File: src/rtl/bus_arbiter_pkg.sv
// ============================================================================
// Module      : bus_arbiter_pkg
// Description : Shared state and grant encodings for the two-master arbiter.
// Revision    : 1.0 - initial release
// ============================================================================
`default_nettype none

package bus_arbiter_pkg;

    typedef enum logic [1:0] {
        IDLE = 2'd0,
        OWN0 = 2'd1,
        OWN1 = 2'd2
    } arb_state_t;

    localparam logic [1:0] c_grant_none = 2'b00;
    localparam logic [1:0] c_grant_m0   = 2'b01;
    localparam logic [1:0] c_grant_m1   = 2'b10;

    function automatic logic [1:0] grant_of(input arb_state_t s);
        case (s)
            OWN0:    grant_of = c_grant_m0;
            OWN1:    grant_of = c_grant_m1;
            default: grant_of = c_grant_none;
        endcase
    endfunction

endpackage

`default_nettype wire

File: src/rtl/bus_timeout_counter.sv
// ============================================================================
// Module      : bus_timeout_counter
// Description : Saturating wait counter; flags expiry when count hits limit.
// Revision    : 1.0 - initial release
// ============================================================================
`default_nettype none

module bus_timeout_counter #(
    parameter int WIDTH = 8
) (
    input  logic             clk,
    input  logic             rst,
    input  logic             clear_i,
    input  logic             en_i,
    input  logic [WIDTH-1:0] limit_i,
    output logic             expired_o
);

    logic [WIDTH-1:0] cnt_q;
    logic [WIDTH-1:0] cnt_d;

    always_comb begin
        cnt_d = cnt_q;
        if (clear_i) begin
            cnt_d = '0;
        end else if (en_i && (cnt_q != '1)) begin
            cnt_d = cnt_q + WIDTH'(1);
        end
    end

    always_ff @(posedge clk or posedge rst) begin
        if (rst) begin
            cnt_q <= '0;
        end else begin
            cnt_q <= cnt_d;
        end
    end

    // A zero limit disables expiry entirely.
    assign expired_o = (limit_i != '0) && (cnt_q == limit_i);

endmodule

`default_nettype wire

File: src/rtl/bus_arbiter_2m.sv
// ============================================================================
// Module      : bus_arbiter_2m
// Description : Round-robin two-master single-slave bus arbiter with watchdog.
// Revision    : 1.0 - initial release
// ============================================================================
`default_nettype none

module bus_arbiter_2m
    import bus_arbiter_pkg::*;
#(
    parameter int ADDR_WIDTH     = 32,
    parameter int DATA_WIDTH     = 32,
    parameter int TIMEOUT_CYCLES = 255
) (
    input  logic                  clk,
    input  logic                  rst,
    input  logic                  m0_cyc_i,
    input  logic                  m0_stb_i,
    input  logic                  m0_we_i,
    input  logic [ADDR_WIDTH-1:0] m0_addr_i,
    input  logic [DATA_WIDTH-1:0] m0_data_i,
    output logic [DATA_WIDTH-1:0] m0_data_o,
    output logic                  m0_ack_o,
    output logic                  m0_err_o,
    input  logic                  m1_cyc_i,
    input  logic                  m1_stb_i,
    input  logic                  m1_we_i,
    input  logic [ADDR_WIDTH-1:0] m1_addr_i,
    input  logic [DATA_WIDTH-1:0] m1_data_i,
    output logic [DATA_WIDTH-1:0] m1_data_o,
    output logic                  m1_ack_o,
    output logic                  m1_err_o,
    output logic                  s_cyc_o,
    output logic                  s_stb_o,
    output logic                  s_we_o,
    output logic [ADDR_WIDTH-1:0] s_addr_o,
    output logic [DATA_WIDTH-1:0] s_data_o,
    input  logic [DATA_WIDTH-1:0] s_data_i,
    input  logic                  s_ack_i,
    output logic [1:0]            grant_o
);

    localparam int CW = (TIMEOUT_CYCLES < 1) ? 1 : $clog2(TIMEOUT_CYCLES + 1);

    arb_state_t state_q, state_d;
    logic       last_grant_q, last_grant_d;
    logic [1:0] grant_q, grant_d;
    logic       expired, timeout, req0, req1;

    assign req0 = m0_cyc_i & m0_stb_i;
    assign req1 = m1_cyc_i & m1_stb_i;
    // An ack in the expiry cycle completes the transfer normally.
    assign timeout = expired & ~s_ack_i;

    bus_timeout_counter #(
        .WIDTH(CW)
    ) u_timeout (
        .clk      (clk),
        .rst      (rst),
        .clear_i  (state_q == IDLE),
        .en_i     ((state_q != IDLE) & ~s_ack_i),
        .limit_i  (CW'(TIMEOUT_CYCLES)),
        .expired_o(expired)
    );

    always_comb begin
        state_d      = state_q;
        last_grant_d = last_grant_q;
        case (state_q)
            IDLE: begin
                if (req0 && req1) begin
                    state_d      = last_grant_q ? OWN0 : OWN1;
                    last_grant_d = ~last_grant_q;
                end else if (req0) begin
                    state_d      = OWN0;
                    last_grant_d = 1'b0;
                end else if (req1) begin
                    state_d      = OWN1;
                    last_grant_d = 1'b1;
                end
            end
            OWN0:    if (s_ack_i || !m0_cyc_i || timeout) state_d = IDLE;
            OWN1:    if (s_ack_i || !m1_cyc_i || timeout) state_d = IDLE;
            default: state_d = IDLE;
        endcase
        grant_d = grant_of(state_d);
    end

    always_ff @(posedge clk or posedge rst) begin
        if (rst) begin
            state_q      <= IDLE;
            last_grant_q <= 1'b1;
            grant_q      <= c_grant_none;
        end else begin
            state_q      <= state_d;
            last_grant_q <= last_grant_d;
            grant_q      <= grant_d;
        end
    end

    assign grant_o = grant_q;

    always_comb begin
        s_cyc_o  = 1'b0;
        s_stb_o  = 1'b0;
        s_we_o   = 1'b0;
        s_addr_o = '0;
        s_data_o = '0;
        m0_ack_o = 1'b0;
        m0_err_o = 1'b0;
        m1_ack_o = 1'b0;
        m1_err_o = 1'b0;
        case (state_q)
            OWN0: begin
                s_cyc_o  = m0_cyc_i & ~timeout;
                s_stb_o  = m0_stb_i & ~timeout;
                s_we_o   = m0_we_i;
                s_addr_o = m0_addr_i;
                s_data_o = m0_data_i;
                m0_ack_o = s_ack_i;
                m0_err_o = timeout;
            end
            OWN1: begin
                s_cyc_o  = m1_cyc_i & ~timeout;
                s_stb_o  = m1_stb_i & ~timeout;
                s_we_o   = m1_we_i;
                s_addr_o = m1_addr_i;
                s_data_o = m1_data_i;
                m1_ack_o = s_ack_i;
                m1_err_o = timeout;
            end
            default: ;
        endcase
    end

    // Read data is held at zero while idle so reset leaves it cleared.
    assign m0_data_o = (state_q != IDLE) ? s_data_i : '0;
    assign m1_data_o = (state_q != IDLE) ? s_data_i : '0;

endmodule

`default_nettype wire

File: config.mk
export PLATFORM = sky130hd
export DESIGN_NAME = bus_arbiter_2m
export DESIGN_NICKNAME = d
export VERILOG_FILES = /design/src/rtl/bus_arbiter_pkg.sv /design/src/rtl/bus_timeout_counter.sv /design/src/rtl/bus_arbiter_2m.sv
export SDC_FILE = /design/constraint.sdc
export NUM_CORES = 1
export LEC_CHECK = 0
export CORE_AREA = 2 2 117 119
export DETAILED_ROUTE_END_ITERATION = 8
export DIE_AREA = 0 0 119 121
export REMOVE_ABC_BUFFERS = 1
export SLEW_MARGIN = 0
export SYNTH_ARGS = -nofsm -noshare
export SYNTH_HDL_FRONTEND = slang
export SYNTH_HIERARCHICAL = 1
export SYNTH_SLANG_ARGS = --single-unit
File: constraint.sdc
create_clock -name clk -period 6.4 [get_ports clk]
set_clock_uncertainty 0.1 [all_clocks]
set_input_delay 1.28 -clock clk [delete_from_list [all_inputs] [get_ports clk]]
set_output_delay 1.28 -clock clk [all_outputs]
set_load 0.005 [all_outputs]
==> results.json, run 1 <==
{
  "grt_use_total_pct": 17.35,
  "slew_headroom_pct": 31.05,
  "rsz0062_at_grt": "no",
  "p_leak_nw": 1.979,
  "dieArea_mm2": 0.01440,
  "fin_crit_ps": 4312,
  "vias_per_cell": 4.460,
  "grt_overflow": 0,
  "startpoint_type": "flop",
  "dp_hpwl_um": 11110,
  "cts.sinks": 13,
  "syn_area_mm2": 0.002476,
  "tightestPinTransition_ps": 1034,
  "instances_no_fill": 765,
  "avgSynthCellArea_um2": 7.572,
  "yosys.area.top_type": "nor2b_1",
  "io_pins": 306,
  "path_clk_slew_ps": 50,
  "area_growth_pct": 122.4,
  "synthCells": 327,
  "ant_nets": 0,
  "fin_setup_tns_ps": 0,
  "hold_buffers": 0,
  "grt_max_degree": 67,
  "status": "finished clean",
  "min_path_cells": 2,
  "synth_top_area_share_pct": 25.52,
  "max_freq_ghz": 0.2319,
  "synthFlopType": "dfrtp_1",
  "routedWlPerCell_um": 17.88,
  "htree_levels": 1,
  "synth.area.top_cells": "nor2b_1, a22oi_1, dfrtp_1, buf_4, clkbuf_1",
  "fin_nets": 764,
  "period_share_pct": 67.37,
  "num_vias": 3412,
  "cts_tree": "built",
  "ff2ff_path_depth": 7,
  "peakVddDrop_mv": 0.2005,
  "core_area_mm2": 0.01309,
  "power.density_mw_per_mm2": 297.7,
  "synth_edf_count": 0,
  "diodes": 0,
  "placed_cells": 761,
  "die_h_um": 121,
  "worstSetupPathType": "reg -> out",
  "crit_path_end_kind": "primary output",
  "async_flop_share_pct": 100.0,
  "place_congestion": 0.8834,
  "ys_ff_latch": 13,
  "ctsResizeCount": 0,
  "ys_seq_area_share_pct": 13.19,
  "fin_hold_ws_ps": 372.4,
  "synth_commonest_cells": "nor2b_1, a22oi_1, buf_4, clkbuf_1, dfrtp_1",
  "drtIter0Drc": 146,
  "critPathArrivalTime_ps": 2930,
  "rows": 42,
  "slew_violations": 0,
  "grt_pass1_wl_um": 19630,
  "drive_gt1_share_pct": 3.905,
  "cts_inserted_buffers": 3,
  "clock_latency_ps": 240,
  "cts_max_path_buffers": 2,
  "root_buffer": "clkbuf_16",
  "dr.pass1.iters": 4,
  "yosysMostFrequentCell": "nor2b_1",
  "post-cts-setup-buffer-count": 0,
  "yosysUniqueCellTypes": 44,
  "min_path_type": "reg -> reg",
  "maxCapViolCount": 0,
  "yosysWarnings": 6,
  "cp_max_fo": 41,
  "port_buffers": 305,
  "drc": 0,
  "grt_pass1_vias": 3502,
  "antenna_found_initial": 0,
  "finalHoldViolCount": 0,
  "cp.required_ps": 5020,
  "initial_utilization_pct": 18.92,
  "setup_viol": 0,
  "routed_wl_um": 13680,
  "die_x_um": 119
}
==> routing by layer <==
layer	routed length (um)	vias up	track usage, %
met1	5148	1583	18.74
li1	-	1621	-
met3	1138	10	4.276
met5	0	-	0
met2	7112	198	33.73
met4	281	0	4.018
==> cells in the final DEF, fill, tap and decap left out, types with 2 or more instances in the layout <==
cell type | Yosys | final
a21oi_1 | 3 | 3
a21oi_2 | 2 | 2
a22oi_1 | 65 | 65
and2_1 | 2 | 2
and4_1 | 2 | 2
buf_4 | 36 | 4
clkbuf_16 | 0 | 3
clkdlybuf4s50_1 | 0 | 305
conb_1 | 1 | 13
dfrtp_1 | 12 | 12
ha_1 | 5 | 3
ha_2 | 0 | 2
inv_1 | 8 | 8
mux2_4 | 3 | 3
mux2i_1 | 3 | 3
nand2_1 | 8 | 8
nand3_1 | 4 | 4
nor2_1 | 9 | 9
nor2b_1 | 101 | 101
nor3_1 | 2 | 2
nor3b_1 | 2 | 2
nor3b_2 | 2 | 2
nor4_1 | 2 | 2
o211a_1 | 2 | 2
xor2_1 | 7 | 7
==> cell type report <==
cell class,count,area [um2]
Fill cell,1310,7577
Timing Repair Buffer,309,3083
Multi-Input combinational cell,255,1768
Sequential cell,13,326.6
Tap cell,176,220.2
Clock buffer,3,75.07
Inverter,8,30.03
Clock inverter,1,5.005
==> power by group <==
| group | switching, mW | total, mW | internal (mW) |
|---|---|---|---|
| sequential | 0.0147 | 0.116 | 0.102 |
| combinational | 0.608 | 1.40 | 0.795 |
| clock | 0.0371 | 0.120 | 0.0833 |
==> state kept, by name, summed over array words and instances (netlist names) <==
signal,count
u_timeout/cnt_q,8
state_q,2
last_grant_q,1
grant_o,2
==> critical path, stage by stage (launching register included) <==
cell and delay, ps:
dfrtp_1 400, inv_1 120, ha_2 790, buf_4 430, a22oi_1 200, nor2b_1 140
clkdlybuf4s50_1 590
==> cells by family after synthesis <==
family	synth area share, %
AND/OR/NAND/NOR	34.92
AO/OA/AOI/OAI	26.28
flip-flops	13.19
buffers and inverters	17.43
other	0.1514
XOR/XNOR	2.476
multiplexers	3.032
adder cells (fa/ha/maj)	2.527
==> final timing paths <==
| check | from | to | slack [ps] |
|---|---|---|---|
| setup reg to reg | state_q[1] | u_timeout/cnt_q[5] | 3660 |
| min in group asynchronous | rst | state_q[1] | 1250 |
| max in group asynchronous | rst | u_timeout/cnt_q[5] | 4630 |
| setup / recovery | state_q[0] | s_data_o[29] | 2090 |
| hold reg to reg | last_grant_q | last_grant_q | 370 |
| hold / removal | last_grant_q | last_grant_q | 370 |
==> stage by stage <==
stage	utilization, %	power (mW)	setup slack (ps)	cell area [um2]
2_1_floorplan	-	0.7008	2849	2120
3_3_place_gp	41.48	1.530	2042	5428
3_5_place_dp	41.48	1.536	2049	5428
4_1_cts	42.09	1.672	2037	5508
5_1_grt	42.09	1.759	1888	5508
6_report	42.09	1.639	2088	5508
Power figures use the tool's default switching activity.
==> run 2: changes to the inputs <==
--- a/config.mk
+++ b/config.mk
@@ -5,9 +5,9 @@
 export SDC_FILE = /design/constraint.sdc
 export NUM_CORES = 1
 export LEC_CHECK = 0
-export CORE_AREA = 2 2 117 119
+export CORE_AREA = 2 2 118 120
 export DETAILED_ROUTE_END_ITERATION = 8
-export DIE_AREA = 0 0 119 121
+export DIE_AREA = 0 0 120 122
 export REMOVE_ABC_BUFFERS = 1
 export SLEW_MARGIN = 0
 export SYNTH_ARGS = -nofsm -noshare
==> constraint.sdc (replaced) <==
create_clock -name clk -period 3.6 [get_ports clk]
set_clock_uncertainty 0.1 [all_clocks]
set_input_delay 0.72 -clock clk [delete_from_list [all_inputs] [get_ports clk]]
set_output_delay 0.72 -clock clk [all_outputs]
set_load 0.005 [all_outputs]
==> run 2 against run 1 <==
Against the previous run: sequential power grew 79%; worst setup slack lost 1700 ps; final cell count grew 1.2%; core utilization shrank 0.82 points; non-clock buffer count grew 5; clock power grew 75%; sequential cell count is the same; cell area grew 1.2%; critical path depth is the same; count of clock-buffer cells in the layout grew 1; largest cell class unchanged; highest routed layer unchanged.
==> results.json, run 2 (synthesis gave the netlist of run 1 again) <==
{
  "status": "finished clean",
  "intPower_mw": 1.793,
  "critPathBufInv": 3,
  "p_sw_mw": 1.159,
  "slew_violations": 0,
  "cts_inserted_buffers": 3,
  "rsz0062_at_grt": "no",
  "crit_path_end_kind": "primary output",
  "slew_headroom_pct": 65.06,
  "hp-start": "last_grant_q",
  "num_vias": 3420,
  "area_growth_pct": 125.1,
  "grt_use_total_pct": 16.60,
  "path_clk_slew_ps": 40,
  "clock_latency_ps": 240,
  "r2r_slack_ps": 1310,
  "finalHoldViolCount": 0,
  "dieArea_mm2": 0.01464,
  "drtIter0Drc": 117,
  "ant_nets": 0,
  "root_buffer": "clkbuf_16",
  "grt_pass1_wl_um": 18980,
  "ff2ff_path_depth": 7,
  "dpl-instance-area_mm2": 0.005495,
  "multi_input_area_mm2": 0.001768,
  "hold_buffers": 0,
  "cp.required_ps": 2780,
  "setup_viol": 0,
  "fin_crit_ps": 3233,
  "max_freq_ghz": 0.3094,
  "routed_wl_um": 13360,
  "post-cts-setup-buffer-count": 0,
  "grt_pass1_vias": 3382,
  "path_cells": "inv_1 -> ha_2 -> buf_12 -> a22oi_1 -> nor2b_1 -> clkdlybuf4s50_1",
  "p_comb_share_pct": 85.9,
  "r2r_start": "state_q[0]",
  "worst_path_max_delay_cell": "ha_2",
  "seq_power_share_pct": 7.0,
  "dr.pass1.iters": 4,
  "routedWlPerCell_um": 17.26,
  "io_pins": 306,
  "critPathArrivalTime_ps": 2410,
  "cts_tree": "built",
  "antenna_found_initial": 0,
  "grt_max_degree": 67,
  "ctsResizeCount": 0,
  "regArea_um2": 326.6,
  "period_share_pct": 89.79,
  "cp_max_fo": 35,
  "power.density_mw_per_mm2": 529.6,
  "fin_area_mm2": 0.005574,
  "total_power_mw": 2.952,
  "min_path_cells": 2,
  "vias_per_cell": 4.419,
  "port_buffers": 305,
  "cts_max_path_buffers": 2,
  "switching_share_pct": 39.26,
  "die_x_um": 120,
  "place_congestion": 0.8005,
  "whs_endpoint": "last_grant_q",
  "fin_nets": 769,
  "peakVddDrop_mv": 0.3106,
  "grt_overflow": 0,
  "htree_levels": 1,
  "r2r_end": "u_timeout/cnt_q[5]",
  "p_clk_share_pct": 7.1,
  "maxCapViolCount": 0,
  "dp_hpwl_um": 10910,
  "core_area_mm2": 0.01350,
  "die_h_um": 122,
  "diodes": 0,
  "cp_slowest_stage_delay_ps": 530,
  "min_path_type": "reg -> reg",
  "cp_top_family": "buffers and inverters",
  "p_leak_nw": 2.008,
  "rows": 43,
  "cts.sinks": 13,
  "initial_utilization_pct": 18.34,
  "drc": 0,
  "fin_setup_tns_ps": 0,
  "drive_gt1_share_pct": 4.545,
  "largest_reg_flops": 8,
  "startpoint_type": "flop",
  "final_common_cell": "clkdlybuf4s50_1",
  "worstSetupPathType": "reg -> out",
  "regMostFlops": "u_timeout/cnt_q",
  "tightestPinTransition_ps": 524.1,
  "final_cell_mix": "clkdlybuf4s50_1, nor2b_1, a22oi_1",
  "fillCellCount": 1338
}
run 2: changes by cell type in the layout (fill, tap and decap cells not counted):
cell / change
buf_4: +3
buf_12: +2
clkinv_2: -1
clkbuf_1: +1
run 2: layout make-up:
cell class	instances	area share, %
inverter	8	0.5387
clock buffer	4	1.414
sequential	13	5.859
multi-input combinational	255	31.72
timing repair buffer	314	56.43
tap	180	4.040
run 2: power by group through the flow:
| stage | combinational, mW | sequential [mW] | clock, mW |
|---|---|---|---|
| 2_1_floorplan | 1.04 | 0.203 | 0 |
| 3_3_place_gp | 2.55 | 0.206 | 0 |
| 3_5_place_dp | 2.56 | 0.208 | 0 |
| 4_1_cts | 2.58 | 0.208 | 0.212 |
| 5_1_grt | 2.74 | 0.212 | 0.227 |
| 6_report | 2.53 | 0.208 | 0.210 |
run 2: routing by layer:
metal	global-route usage (%)	vias to the layer above	share of wire, %
met5	0	-	0
met4	2.941	0	1.2
met3	4.728	10	9.6
met2	30.11	200	50
met1	19.60	1574	39
li1	-	1636	-
run 2: stage by stage:
| stage | utilization [%] | setup slack (ps) | hold WS (ps) | std cells |
|---|---|---|---|---|
| CTS | 41.28 | 387.0 | 365.3 | 774 |
| global route | 41.28 | 212.5 | 392.3 | 774 |
| finish | 41.28 | 367.4 | 362.3 | 774 |
| global placement | 40.69 | 623.5 | 349.3 | 770 |
| detailed placement | 40.69 | 642.8 | 357.0 | 770 |
| floorplan | - | 608.6 | 336.2 | 276 |
run 2: worst min-delay path: stages (launching register included):
cell and delay [ps]:
dfstp_2 360, nand2_1 50, nand2_1 50
run 2: worst max-delay path by stage:
stage | startpoint | to | slack, ps | cells past startpoint
floorplan | state_q[0] | s_addr_o[0] | 610 | 4
global placement | s_data_i[6] | m1_data_o[6] | 620 | 3
detailed placement | s_data_i[6] | m0_data_o[6] | 640 | 3
CTS | state_q[1] | s_data_o[31] | 390 | 6
global route | state_q[1] | s_data_o[31] | 210 | 6
finish | state_q[1] | s_data_o[31] | 370 | 6
